<file path="src/rtl/riscv_pkg.sv">
// Shared RV32I definitions used by the writeback stage.
//   wb_sel_e : writeback result source select
//   F3_*     : load funct3 encodings (width and sign of a load)
package riscv_pkg;

  typedef enum logic [1:0] {
    WB_ALU  = 2'd0,
    WB_LOAD = 2'd1,
    WB_PC4  = 2'd2
  } wb_sel_e;

  localparam logic [2:0] F3_LB  = 3'd0;
  localparam logic [2:0] F3_LH  = 3'd1;
  localparam logic [2:0] F3_LW  = 3'd2;
  localparam logic [2:0] F3_LBU = 3'd4;
  localparam logic [2:0] F3_LHU = 3'd5;

endpackage

</file>
<file path="src/rtl/load_align.sv">
// Load data alignment and extension (purely combinational).
//   word_i   : 32-bit word read from data memory
//   addr_i   : low two bits of the load address (lane select)
//   funct3_i : load funct3 (width and signedness)
//   data_o   : aligned, sign- or zero-extended load value
// Unsupported funct3 encodings pass the raw word through.
module load_align
  import riscv_pkg::*;
(
  input  logic [31:0] word_i,
  input  logic [1:0]  addr_i,
  input  logic [2:0]  funct3_i,
  output logic [31:0] data_o
);

  logic [7:0]  byte_sel;
  logic [15:0] half_sel;

  always_comb begin
    byte_sel = word_i[7:0];
    unique case (addr_i)
      2'd0: byte_sel = word_i[7:0];
      2'd1: byte_sel = word_i[15:8];
      2'd2: byte_sel = word_i[23:16];
      2'd3: byte_sel = word_i[31:24];
      default: byte_sel = word_i[7:0];
    endcase
    // Halfword loads ignore addr[0].
    half_sel = addr_i[1] ? word_i[31:16] : word_i[15:0];
  end

  always_comb begin
    data_o = word_i;
    case (funct3_i)
      F3_LB:   data_o = {{24{byte_sel[7]}}, byte_sel};
      F3_LBU:  data_o = {24'd0, byte_sel};
      F3_LH:   data_o = {{16{half_sel[15]}}, half_sel};
      F3_LHU:  data_o = {16'd0, half_sel};
      F3_LW:   data_o = word_i;
      default: data_o = word_i;
    endcase
  end

endmodule

</file>
<file path="src/rtl/wb_stage.sv">
// RV32I writeback stage: MEM/WB pipeline register, load alignment, result select,
// register-file write port, forwarding status, retire pulse and optional instret.
//   clk, reset        : clock, synchronous active-high reset
//   stall_i, flush_i  : hold the WB register / load a bubble (stall wins)
//   mem_*_i           : instruction fields from the MEM stage
//   dmem_rdata_i      : synchronous data-memory read word (valid in first WB cycle)
//   rf_rd_o/rf_data_o/rf_we_o : register file write port
//   fwd_valid_o       : WB result is destined for a nonzero rd (not stall-gated)
//   retire_o          : one pulse per completed instruction
//   instret_o         : retired count when WB_INSTRET_EN is defined, else 0
module wb_stage
  import riscv_pkg::*;
#(
  parameter int unsigned XLEN = 32
) (
  input  logic            clk,
  input  logic            reset,
  input  logic            stall_i,
  input  logic            flush_i,
  input  logic            mem_valid_i,
  input  logic [4:0]      mem_rd_i,
  input  logic            mem_reg_we_i,
  input  logic [1:0]      mem_wb_sel_i,
  input  logic [2:0]      mem_funct3_i,
  input  logic [XLEN-1:0] mem_alu_result_i,
  input  logic [XLEN-1:0] mem_pc_plus4_i,
  input  logic [XLEN-1:0] dmem_rdata_i,
  output logic [4:0]      rf_rd_o,
  output logic [XLEN-1:0] rf_data_o,
  output logic            rf_we_o,
  output logic            fwd_valid_o,
  output logic            retire_o,
  output logic [63:0]     instret_o
);

  logic            valid_q,  valid_d;
  logic [4:0]      rd_q,     rd_d;
  logic            reg_we_q, reg_we_d;
  wb_sel_e         wb_sel_q, wb_sel_d;
  logic [2:0]      funct3_q, funct3_d;
  logic [XLEN-1:0] alu_q,    alu_d;
  logic [XLEN-1:0] pc4_q,    pc4_d;
  logic            first_q,  first_d;
  logic [XLEN-1:0] ldata_q,  ldata_d;

  logic [XLEN-1:0] load_word;
  logic [XLEN-1:0] load_data;
  logic            writes_rd;

  always_comb begin
    valid_d  = valid_q;
    rd_d     = rd_q;
    reg_we_d = reg_we_q;
    wb_sel_d = wb_sel_q;
    funct3_d = funct3_q;
    alu_d    = alu_q;
    pc4_d    = pc4_q;
    first_d  = first_q;
    // The memory word is only live in the first WB cycle; keep a copy for any later cycle.
    ldata_d  = first_q ? dmem_rdata_i : ldata_q;

    if (stall_i) begin
      first_d = 1'b0;
    end else begin
      rd_d     = mem_rd_i;
      wb_sel_d = wb_sel_e'(mem_wb_sel_i);
      funct3_d = mem_funct3_i;
      alu_d    = mem_alu_result_i;
      pc4_d    = mem_pc_plus4_i;
      if (flush_i) begin
        valid_d  = 1'b0;
        reg_we_d = 1'b0;
        first_d  = 1'b0;
      end else begin
        valid_d  = mem_valid_i;
        reg_we_d = mem_reg_we_i;
        first_d  = mem_valid_i;
      end
    end
  end

  always_ff @(posedge clk) begin
    if (reset) begin
      valid_q  <= 1'b0;
      rd_q     <= '0;
      reg_we_q <= 1'b0;
      wb_sel_q <= WB_ALU;
      funct3_q <= '0;
      alu_q    <= '0;
      pc4_q    <= '0;
      first_q  <= 1'b0;
      ldata_q  <= '0;
    end else begin
      valid_q  <= valid_d;
      rd_q     <= rd_d;
      reg_we_q <= reg_we_d;
      wb_sel_q <= wb_sel_d;
      funct3_q <= funct3_d;
      alu_q    <= alu_d;
      pc4_q    <= pc4_d;
      first_q  <= first_d;
      ldata_q  <= ldata_d;
    end
  end

  assign load_word = first_q ? dmem_rdata_i : ldata_q;

  load_align u_load_align (
    .word_i   (load_word),
    .addr_i   (alu_q[1:0]),
    .funct3_i (funct3_q),
    .data_o   (load_data)
  );

  always_comb begin
    rf_data_o = '0;
    case (wb_sel_q)
      WB_ALU:  rf_data_o = alu_q;
      WB_LOAD: rf_data_o = load_data;
      WB_PC4:  rf_data_o = pc4_q;
      default: rf_data_o = '0;
    endcase
  end

  assign writes_rd   = valid_q & reg_we_q & (rd_q != 5'd0);
  assign rf_rd_o     = rd_q;
  assign rf_we_o     = writes_rd & ~stall_i;
  assign fwd_valid_o = writes_rd;
  assign retire_o    = valid_q & ~stall_i;

`ifdef WB_INSTRET_EN
  logic [63:0] instret_q;

  always_ff @(posedge clk) begin
    if (reset) begin
      instret_q <= '0;
    end else if (retire_o) begin
      instret_q <= instret_q + 64'd1;
    end
  end

  assign instret_o = instret_q;
`else
  assign instret_o = '0;
`endif

endmodule
</file>
<file path="config.mk">
export PLATFORM = sky130hd
export DESIGN_NAME = wb_stage
export DESIGN_NICKNAME = d
export VERILOG_FILES = /design/src/rtl/riscv_pkg.sv /design/src/rtl/load_align.sv /design/src/rtl/wb_stage.sv
export SDC_FILE = /design/constraint.sdc
export NUM_CORES = 1
export LEC_CHECK = 0
export ABC_AREA = 1
export CAP_MARGIN = 20
export CORE_ASPECT_RATIO = 1.4
export CORE_UTILIZATION = 48
export CTS_CLUSTER_SIZE = 12
export DETAILED_ROUTE_END_ITERATION = 10
export GPL_TIMING_DRIVEN = 0
export PLACE_DENSITY = 0.89
export SYNTH_ARGS = -nofsm -noshare
export SYNTH_HDL_FRONTEND = slang
export SYNTH_SLANG_ARGS = --single-unit
</file>
<file path="constraint.sdc">
create_clock -name clk -period 2.85 [get_ports clk]
set_input_delay 0.285 -clock clk [delete_from_list [all_inputs] [get_ports clk]]
set_output_delay 0.285 -clock clk [all_outputs]
set_load 0.01 [all_outputs]
</file>
==> flow_metrics.py <==
metrics = {
    "placement": {
        "pre_cts_ws_ns": 0.1542,
        "io_buffers": 149,
        "hpwlAfterDp_um": 13380,
        "gp_congestion": 0.9055,
    },
    "finish": {
        "nets": 1185,
        "area.growth.synth_to_final_pct": 39.79,
        "utilization_pct": 69.89,
        "antennaDiodeCount": 0,
        "n_fill_cell": 963,
        "final_layout_size_suffix_gt1_share_pct": 12.63,
    },
    "sta": {
        "timing.final.crit_period_ns": 2.752,
        "hold_ws_ns": 0.2994,
        "finalClockSkew_ns": 0.006029,
        "fmax_mhz": 363.4,
        "max_slew_margin_pct": 64.81,
        "worst_slew_pin_slew_ns": 0.5278,
        "setup-violations-final": 0,
        "slew_violations": 0,
        "worst_slack_ns": 0.09842,
        "fin_crit_sh_pct": 96.55,
        "setup_tns_ns": 0,
        "rsz0062_at_grt": "no",
        "finalHoldViolations": 0,
    },
    "worst_hold_path": {
        "hold_path_class": "input port to flip-flop",
        "min_from": "reset",
    },
    "worst_setup_path": {
        "critPathArrivalTime_ns": 2.47,
        "cp_slowest_stage_delay_ns": 0.55,
        "crit_fanout": 10,
        "crit_type": "flip-flop to output pin",
        "cpMostUsedCell": "nand2_1",
        "startpoint_type": "flip-flop",
        "crit_required_ns": 2.57,
        "slowest_stage": "clkdlybuf4s50_1",
        "crit_path_end_kind": "output pin",
        "startpoint": "funct3_q[0]$_SDFFE_PP0N_",
        "cp_cell_sequence": "nand2_1, nor2_2, nand2_1, nand3_4, buf_8, nand3_2, nand2_1, clkdlybuf4s50_1",
        "r2r-start": "first_q$_SDFF_PP0_",
    },
    "clock_network": {
        "cts_made_buffers": 9,
        "cts_tree": "yes",
        "cts_sinks": 109,
        "path_clk_slew_ns": 0.07,
        "root_buffer": "clkbuf_16",
        "clockBufferDepth": 2,
        "clock_latency_ns": 0.36,
        "ctsHtreeMaxLevel": 3,
        "cts_hold_buf": 0,
    },
    "logic_synthesis": {
        "synth_area_leaders": "dfxtp_1 38%, nor2_1 12%, nand2_1 11%",
        "avgSynthCellArea_um2": 6.769,
        "yosysSeqAreaShare_pct": 38.10,
        "synth_common_cells": "181 x nor2_1, 161 x nand2_1, 109 x dfxtp_1, 98 x o21ai_0, 66 x buf_4",
        "ys_warn_count": 0,
        "yosysMostFrequentCell": "nor2_1",
        "synth-xor-area-share_pct": 0,
        "synth_flop_cell": "dfxtp_1",
        "synthMuxAreaShare_pct": 0.7647,
        "syn_inst": 846,
        "synth_fa_ha_area_share_pct": 0,
        "yosysTopAreaCellShare_pct": 38.10,
        "synth-simple-area-share_pct": 30.35,
        "synth_edf_count": 0,
        "async_flop_share_pct": 0,
        "synth_top_family_by_area": "simple AND/OR/NAND/NOR gates",
        "yosysTopAreaCell": "dfxtp_1",
        "synth.distinct_cells": 34,
        "yosys_register_bits": 109,
        "synth-compound-area-share_pct": 14.25,
        "netlist_area_mm2": 0.005727,
    },
    "global_route": {
        "grtUsageTotal_pct": 27.91,
        "grt_pass1_wl_um": 26570,
        "antenna_found_initial": 0,
        "grt_max_degree": 18,
        "overflow": 0,
        "grt_pass1_vias": 5570,
    },
    "floorplanning": {
        "row_count": 46,
        "pin_count": 216,
        "initial_core_util_pct": 50.00,
        "die_w_um": 94.32,
        "die_y_um": 131.2,
        "die_area_mm2": 0.01238,
        "core_area_mm2": 0.01145,
    },
    "route": {
        "vias": 5877,
        "drt-wirelength-per-cell_um": 13.82,
        "routed_wl_um": 16880,
        "viasPerCell": 4.813,
        "drc": 0,
        "firstDrtPassIters": 5,
        "drtIter0Drc": 317,
        "ant_nets": 0,
    },
    "power": {
        "power.total_mw": 3.886,
        "peakVddDrop_mv": 0.3382,
        "power_density_mw_per_mm2": 485.4,
        "p_leak_nw": 3.716,
    },
    "flow_run": {
        "drv_cap": 0,
    },
    "status": {
        "status": "finished, final reports clean",
    },
}
## timing repair
item,in CTS,in global routing
gates resized for setup,1,13
setup endpoints to repair,10,23
setup buffers,0,5
endpoints found under the hold margin,0,0
cloned,0,0
pin swaps,0,1
## flip-flops by register name, indices dropped and copies added, names as in the netlist
name	count
alu_q	32
first_q	1
funct3_q	3
ldata_q	32
pc4_q	32
reg_we_q	1
rf_rd_o	5
valid_q	1
wb_sel_q	2
## per-layer routing
| metal | vias to the layer above | GRT usage, % | routed length, µm |
|---|---|---|---|
| li1 | 2993 | - | - |
| met1 | 2569 | 30.03 | 6269 |
| met2 | 250 | 48.67 | 8468 |
| met3 | 65 | 4.803 | 1111 |
| met4 | 0 | 18.38 | 1029 |
| met5 | - | 0 | 0 |
## layout make-up
type,instances,area [µm²],share of cell area [%]
multi-input cells,623,2844,35.53
inverters,63,236.5,2.954
repair buffers,154,1534,19.16
clock buffers,9,225.2,2.813
well taps,144,180.2,2.251
clock inverters,6,87.58,1.094
plain buffers,113,714.4,8.925
flip-flops and latches,109,2183,27.27
## cell usage in the layout, fill, tap and decap left out, types with 12 or more instances in the layout
cell type        netlist  routed
a22o_1                20      20
buf_4                 66      71
clkbuf_1              36      35
clkdlybuf4s50_1        0     147
conb_1                 1      64
dfxtp_1              109     108
inv_1                 60      59
nand2_1              161     161
nand3_1               37      37
nor2_1               181     180
o21ai_0               98      95
or2_2                 12      12
## cell families (layout without fill, tap and decap cells)
kind of cell | after synthesis | in the layout
AND/OR/NAND/NOR | 412 | 412
buffers and inverters | 177 | 345
AO/OA/AOI/OAI | 143 | 143
flip-flops | 109 | 109
multiplexers | 4 | 4
other | 1 | 64
## final timing paths
path | endpoint | slack [ns] | cells past startpoint
max | rf_data_o[21] | 0.1 | 8
min | ldata_q[31]$_SDFF_PP0_ | 0.30 | 2
max reg2reg | ldata_q[21]$_SDFF_PP0_ | 1.55 | 4
min reg2reg | ldata_q[12]$_SDFF_PP0_ | 0.47 | 2
## metrics by stage
step | std cells | instance area (µm²)
after detailed placement | 1202 | 7635
after floorplan | 909 | 5963
after global placement | 1202 | 7635
after global routing | 1221 | 8005
after CTS | 1217 | 7950
final | 1221 | 8005
## critical path, delay by kind of cell (launching register included)
kind                   cells  cell delay (ns)
and+or+nand+nor            6             0.92
buffers and inverters      2             0.71
DFF                        1             0.47
## power breakdown
group          switching, mW  internal [mW]
combinational          0.449          0.440
clock                  0.572          0.767
sequential            0.0482           1.61
total                   1.07           2.82
Note: power is estimated with default switching activity, not from simulation.
